$ cat src/rtl/adc_uart_tx.sv
// ADC result to UART bridge: captures a 12-bit sample on eoconv_i and sends it
// as two 8N1 bytes, {HDR, din[11:8]} then din[7:0], flagging samples that arrive mid-frame.
module adc_uart_tx #(
    parameter int          CLK_DIV = 868,
    parameter logic [3:0]  HDR     = 4'hA
) (
    input  logic        clk_i,
    input  logic        rst_i,
    input  logic        eoconv_i,
    input  logic [11:0] din_i,
    input  logic        clr_i,
    output logic        tx_o,
    output logic        busy_o,
    output logic        eotx_o,
    output logic        ovr_o
);

    localparam int            CW   = $clog2(CLK_DIV);
    localparam logic [CW-1:0] LAST = CW'(CLK_DIV - 1);

    typedef enum logic [1:0] {IDLE, START, DATA, STOP} state_t;

    state_t        state, state_nxt;
    logic [CW-1:0] cnt, cnt_nxt;
    logic [2:0]    bit_idx, bit_nxt;
    logic          byte_idx, byte_nxt;
    logic [15:0]   hold, hold_nxt;
    logic          tx_nxt, busy_nxt, eotx_nxt, ovr_nxt;
    logic [7:0]    byte_sel;
    logic          last;

    // NOTE: sequential state uses non-blocking assignments only, so every
    // register samples the pre-edge values regardless of statement order.
    always_ff @(posedge clk_i or negedge rst_i) begin
        if (!rst_i) begin
            state    <= IDLE;
            cnt      <= '0;
            bit_idx  <= '0;
            byte_idx <= 1'b0;
            hold     <= '0;
            tx_o     <= 1'b1;
            busy_o   <= 1'b0;
            eotx_o   <= 1'b0;
            ovr_o    <= 1'b0;
        end else begin
            state    <= state_nxt;
            cnt      <= cnt_nxt;
            bit_idx  <= bit_nxt;
            byte_idx <= byte_nxt;
            hold     <= hold_nxt;
            tx_o     <= tx_nxt;
            busy_o   <= busy_nxt;
            eotx_o   <= eotx_nxt;
            ovr_o    <= ovr_nxt;
        end
    end

    assign last = (cnt == LAST);

    // NOTE: every signal driven here gets a default first, which keeps the
    // block purely combinational (no latches) whatever branch is taken.
    always_comb begin
        state_nxt = state;
        cnt_nxt   = cnt;
        bit_nxt   = bit_idx;
        byte_nxt  = byte_idx;
        hold_nxt  = hold;
        eotx_nxt  = 1'b0;
        ovr_nxt   = ovr_o & ~clr_i;

        unique case (state)
            IDLE: begin
                if (eoconv_i) begin
                    hold_nxt  = {HDR, din_i};
                    byte_nxt  = 1'b0;
                    cnt_nxt   = '0;
                    state_nxt = START;
                end
            end
            START: begin
                if (last) begin
                    cnt_nxt   = '0;
                    bit_nxt   = 3'd0;
                    state_nxt = DATA;
                end else begin
                    cnt_nxt = cnt + CW'(1);
                end
            end
            DATA: begin
                if (last) begin
                    cnt_nxt = '0;
                    if (bit_idx == 3'd7) state_nxt = STOP;
                    else                 bit_nxt   = bit_idx + 3'd1;
                end else begin
                    cnt_nxt = cnt + CW'(1);
                end
            end
            STOP: begin
                if (last) begin
                    cnt_nxt = '0;
                    if (!byte_idx) begin
                        byte_nxt  = 1'b1;
                        state_nxt = START;
                    end else begin
                        state_nxt = IDLE;
                        eotx_nxt  = 1'b1;
                    end
                end else begin
                    cnt_nxt = cnt + CW'(1);
                end
            end
            default: state_nxt = IDLE;
        endcase

        // A sample arriving mid-frame is dropped; set beats a simultaneous clear.
        if (state != IDLE && eoconv_i) ovr_nxt = 1'b1;

        // Outputs are registered, so they are derived from the next-state values.
        byte_sel = byte_nxt ? hold_nxt[7:0] : hold_nxt[15:8];
        busy_nxt = (state_nxt != IDLE);
        unique case (state_nxt)
            START:   tx_nxt = 1'b0;
            DATA:    tx_nxt = byte_sel[bit_nxt];
            default: tx_nxt = 1'b1;
        endcase
    end

endmodule

$ cat config.mk
export PLATFORM = sky130hd
export DESIGN_NAME = adc_uart_tx
export DESIGN_NICKNAME = d
export VERILOG_FILES = /design/src/rtl/adc_uart_tx.sv
export SDC_FILE = /design/constraint.sdc
export NUM_CORES = 1
export LEC_CHECK = 0
export CAP_MARGIN = 20
export CORE_MARGIN = 1
export CORE_UTILIZATION = 50
export CTS_BUF_LIST = sky130_fd_sc_hd__clkbuf_8
export CTS_CLUSTER_DIAMETER = 30
export DETAILED_ROUTE_END_ITERATION = 6
export PLACE_DENSITY = 0.72
export SYNTH_ARGS = -nofsm -noshare
export SYNTH_HDL_FRONTEND = slang
export SYNTH_SLANG_ARGS = --single-unit
export TNS_END_PERCENT = 5
$ cat constraint.sdc
create_clock -name clk_i -period 7 [get_ports clk_i]
set_input_delay 1.05 -clock clk_i [delete_from_list [all_inputs] [get_ports clk_i]]
set_output_delay 1.05 -clock clk_i [all_outputs]
set_load 0.03 [all_outputs]
==> impl_metrics.ini, run 1 <==
[sta]
finalSetupTns_ps = 0
hold_viol = 0
finalClockSkew_ps = 3.86
slew_violations = 0
rsz0062_at_grt = false
slew_headroom = 0.646
finalCriticalPeriod_ps = 2790
setup_viol = 0
worst_pin_slew_ps = 528
post-route-period-util = 0.399
timing.fmax_mhz = 358

[worst_setup_path]
arrival_ps = 3010
cp_num_buf_inv = 1
slowest_stage = clkdlybuf4s50_1
max_stage_delay_ps = 530
startpoint_type = input port
critPathMaxFanout = 7
critical_path_class = in2reg
cp-end-kind = flip-flop
worst-endpoint-required_ps = 7210
path_cells = clkdlybuf4s50_1 -> nor2b_1 -> o31a_1 -> a41o_2 -> nand2b_1 -> o211ai_1 -> o22ai_1 -> o21bai_2 -> a31oi_1
r2r_slack_ps = 4410
cp_top_family = compound AO/OA/AOI/OAI gates

[place]
place.port_buffers = 19
dp_hpwl_mm = 2.80
gp_congestion = 0.866

[routing]
routed_wl_mm = 3.75
vias = 1421
routed_via_density = 5.71
firstDrtPassIters = 4
wl_per_cell_um = 15.1
drc = 0
drt-initial-drc-count = 65
drtAntennaViolNets = 0

[synth]
synth-seq-cells = 36
synth.avg_cell_area_um2 = 11.0
yosysSeqAreaShare = 0.465
syn_area_um2 = 1940
synthCells = 176
syn-num-nets = 199
yosysUniqueCellTypes = 53
yosys_warnings = 0

[grt]
grt_pass1_vias = 1411
grt_pass1_wl_mm = 6.29
antenna_found_initial = 0
grt_max_degree = 37
grt_usage = 0.203
grt_overflow_total = 0

[clock_network]
cts_root_buf = clkbuf_8
htreeDepth = 2
clk_pin_slew_ps = 70
cts_hold_buffers = 0
cts_tree = yes
clk_path_buf_depth = 2
clk_latency_ps = 290
ctsResizeCount = 0
cts.sinks = 36
post-cts-setup-buffers = 0
cts_inserted_buffers = 5

[finish]
layout_common_cells = dfrtp_1, clkdlybuf4s50_1, nand2_1
fill_cells = 306
fin_util = 0.617
final_common_cell = dfrtp_1
drive_gt1_frac = 0.169
diodes = 0
area_delta_synth_final_pct = 17.2
nets = 223

[die]
pin_count = 20
core-area_um2 = 3690
die_area_um2 = 4140
fp.dieH_um = 64.3
initial_utilization = 0.526
rows = 22
die_w_um = 64.3

[job]
cap_violations = 0

[pwr]
power.leakage_nw = 0.970
power_w = 0.000773
ir_worst_vdd_mv = 0.251
pwr_density_cell_nw_per_um2 = 340

[run_status]
status = finished, final reports clean

[hold_path]
hold_path.class = reg2reg
## kinds of logic after synthesis
family          share of synthesized area
compound gates                      0.141
xor+xnor                           0.0271
fa+ha+maj                          0.0451
buf+inv                            0.0277
flops                               0.465
mux                                0.0986
simple gates                        0.196
## metrics by stage
step                      setup slack [ps]  cells  hold slack (ps)  cell area, um^2
after detailed placement              3900    241              474             2180
final                                 4210    249              485             2280
after global routing                  4090    249              509             2280
after global placement                3990    241              474             2180
after floorplan                       4580    176              426             1940
after CTS                             4210    249              490             2280
## state kept, by name (all words and copies together) (netlist names)
register	cells
hold	16
byte_idx	1
tx_o	1
eotx_o	1
ovr_o	1
bit_idx	3
cnt	10
busy_o	1
state	2
## cells in the mapped netlist (all sizes together)
master | instances | area [um^2]
or3 | 2 | 12.5
xnor2 | 2 | 17.5
mux2i | 3 | 30.0
clkbuf | 2 | 18.8
and2 | 5 | 31.3
nor2 | 11 | 41.3
a21oi | 7 | 35.0
nand2b | 4 | 25.0
a22o | 1 | 8.76
mux4 | 1 | 26.3
a311o | 1 | 10.0
o221ai | 1 | 8.76
nor3b | 2 | 20.0
ha | 7 | 87.6
xor2 | 4 | 35.0
nand3b | 1 | 7.51
and3 | 5 | 32.5
o21bai | 2 | 18.8
o31a | 2 | 18.8
buf | 1 | 5.00
inv | 8 | 30.0
a21o | 1 | 7.51
o22ai | 3 | 18.8
nor4bb | 1 | 25.0
nand4 | 6 | 37.5
o211ai | 2 | 28.8
dfstp | 1 | 26.3
dfrtp | 35 | 876
a21boi | 2 | 15.0
a41o | 3 | 32.5
nor2b | 2 | 15.0
o21ai | 8 | 43.8
mux2 | 12 | 135
a31oi | 3 | 18.8
nand3 | 4 | 32.5
and4bb | 2 | 28.8
o2bb2ai | 1 | 8.76
nor3 | 1 | 5.00
nand2 | 17 | 66.3
## final timing paths
| kind | start | to | cells after the start |
|---|---|---|---|
| max | eoconv_i | tx_o | 9 |
| max in group asynchronous | rst_i | tx_o | 2 |
| min | hold[13] | hold[13] | 1 |
| min in group asynchronous | rst_i | cnt[3] | 2 |
| max reg2reg | state[0] | tx_o | 10 |
| min reg2reg | hold[13] | hold[13] | 1 |
## power breakdown
part	switching [W]	internal, W
logic	0.000174	0.000145
registers	0.0000279	0.000268
clock network	0.0000696	0.0000882
## worst register-to-register path, delay by kind of cell (launching register included)
family	cells	cell delay [ps]
flops	1	420
buf+inv	1	120
fa+ha+maj	1	420
simple gates	1	340
compound gates	7	1210
## final cells by class
cell class	instances	area, um^2	area share
timing repair buffer	20	198	0.0869
clock buffer	7	96.3	0.0423
inverter	8	30.0	0.0132
multi-input combinational	129	986	0.433
sequential	36	902	0.396
clock inverter	1	3.75	0.00165
tap	48	60.1	0.0264
## layer usage
layer	share of wire	up-vias	wire length, um	global-route usage
li1	-	682	-	-
met5	0	-	0	0
met1	0.43	712	1600	0.230
met4	0.016	0	59	0.0861
met2	0.53	21	1990	0.361
met3	0.028	6	104	0.0482
No activity file was read; power rests on OpenSTA's default activity.
==> run 2: changes to the inputs <==
--- a/config.mk
+++ b/config.mk
@@ -11,7 +11,7 @@
 export CTS_BUF_LIST = sky130_fd_sc_hd__clkbuf_8
 export CTS_CLUSTER_DIAMETER = 30
 export DETAILED_ROUTE_END_ITERATION = 6
-export PLACE_DENSITY = 0.72
+export PLACE_DENSITY = 0.74
 export SYNTH_ARGS = -nofsm -noshare
 export SYNTH_HDL_FRONTEND = slang
 export SYNTH_SLANG_ARGS = --single-unit
==> constraint.sdc (replaced) <==
create_clock -name clk_i -period 2.2 [get_ports clk_i]
set_input_delay 0.33 -clock clk_i [delete_from_list [all_inputs] [get_ports clk_i]]
set_output_delay 0.33 -clock clk_i [all_outputs]
set_load 0.03 [all_outputs]
==> run 2 against run 1 <==
The run now ends with negative setup slack left. Non-clock buffer count up 24. Highest routed layer unchanged. Combinational power rose to 4.4 times the previous value. Critical path depth rose by 1. Sequential cell count is the same. First-iteration DRC count down 4.6%. Clock skew is essentially flat. Register-to-register slack lost 4500 ps. Sequential power increased to 3.2 times the previous value.
==> impl_metrics.ini, run 2 (synthesis gave the netlist of run 1 again) <==
[run_status]
status = finished with violations
violations = negative setup slack

[finish]
fill_cells = 274
reg_top3 = hold x16, cnt x10, bit_idx x3
final_cells = 273
top_register = hold
nets = 247
area_delta_synth_final_pct = 31.1
final_common_cell = dfrtp_1
diodes = 0
largest_reg_flops = 16
layout_common_cells = dfrtp_1, buf_4, clkdlybuf4s50_1
fin_util = 0.690
drive_gt1_frac = 0.311

[sta]
slew_headroom = 0.692
setup_slack_ps = -56.7
finalCriticalPeriod_ps = 2260
hold_viol = 0
rsz0062_at_grt = true
setup_viol = 1
finalClockSkew_ps = 3.88
timing.fmax_mhz = 443
post-route-period-util = 1.03
slew_violations = 0
worst_pin_slew_ps = 462

[die]
core-area_um2 = 3690
rows = 22
fp.dieH_um = 64.3
initial_utilization = 0.526
pin_count = 20
die_area_um2 = 4140
die_w_um = 64.3

[worst_setup_path]
cp-end-kind = flip-flop
arrival_ps = 2470
worst-endpoint-required_ps = 2410
reg2reg_to = tx_o
critical_path_class = reg2reg
worstSetupStartpoint = state[0]
rr_worst_depth = 10
worstSetupEndpoint = tx_o
critPathMaxFanout = 8
r2r_slack_ps = -60
startpoint_type = flip-flop
reg2reg_from = state[0]

[place]
dp.cells = 263
place.port_buffers = 19
gp_congestion = 0.927
dp_hpwl_mm = 3.15

[grt]
grt_util_met1 = 0.255
use_met2 = 0.429
grt_pass1_wl_mm = 7.20
top_usage_layer = met2
met3_usage = 0.0571
antenna_found_initial = 0
grt_overflow_total = 0
grt_pass1_vias = 1644
grt_max_degree = 37
grt_usage = 0.230

[routing]
wl_per_cell_um = 15.6
drt-initial-drc-count = 62
drtAntennaViolNets = 0
vias = 1500
firstDrtPassIters = 4
routed_wl_mm = 4.26
drc = 0
routed_via_density = 5.49

[clock_network]
clk_latency_ps = 280
cts_inserted_buffers = 5
cts_tree = yes
cts.sinks = 36
clk_pin_slew_ps = 70
cts_root_buf = clkbuf_8
htreeDepth = 2
clk_path_buf_depth = 2

[pwr]
ir_worst_vdd_mv = 0.719
power_w = 0.00289
power.leakage_nw = 1.10
pwr_density_cell_nw_per_um2 = 1140

[hold_path]
hold_path.class = in2async

[job]
cap_violations = 0
## run 2: through the flow
stage	TNS, ps	hold WS (ps)	cell area, um^2	setup WS [ps]
2_1_floorplan	0	34.4	1960	25.1
3_3_place_gp	-30.0	444	2360	-30.0
3_5_place_dp	-82.0	461	2360	-82.0
4_1_cts	0	478	2480	16.2
5_1_grt	-178	503	2550	-178
6_report	-56.7	467	2550	-56.7
## run 2: critical path, cell delays in order, from the launching register on
cell and delay, ps:
dfrtp_1 390, inv_2 120, ha_4 240, nor4bb_4 160
a311o_1 370, o211ai_4 170, buf_6 150, mux2i_2 220
o22ai_2 120, o21bai_2 140, a31oi_1 80
## run 2: final cells by class
class                      instances  area (um^2)  share of cell area
tap                               48         60.1              0.0236
clock buffer                       5         68.8              0.0270
timing repair buffer              44          385               0.151
inverter                           8         30.0              0.0118
multi-input combinational        129         1060               0.417
clock inverter                     3         38.8              0.0152
sequential                        36          902               0.354
## run 2: where the power goes
group / total [W] / switching [W] / leakage, nW / internal [W]
logic: 0.00139 / 0.000687 / 0.586 / 0.000703
clock network: 0.000562 / 0.000231 / 0.0593 / 0.000332
registers: 0.000938 / 0.0000836 / 0.450 / 0.000854
total: 0.00289 / 0.00100 / 1.10 / 0.00189
## run 2: timing repair
item / in CTS / in global routing
hold buffers: 0 / 0
endpoints found under the setup margin: 1 / 3
pin swaps: 3 / 6
setup buffers: 1 / 1
resized for setup: 4 / 12
## run 2: worst min path at each step
stage             start    endpoint
2_1_floorplan     rst_i  bit_idx[0]
3_3_place_gp   hold[15]    hold[15]
3_5_place_dp   hold[15]    hold[15]
4_1_cts           rst_i    state[0]
5_1_grt           rst_i      cnt[1]
6_report          rst_i      cnt[0]
## run 2: per-layer routing
layer	wire length (um)	part of all wire	vias up
li1	-	-	730
met1	1760	0.41	734
met2	2300	0.54	28
met3	138	0.032	8
met4	69	0.016	0
met5	0	0	-
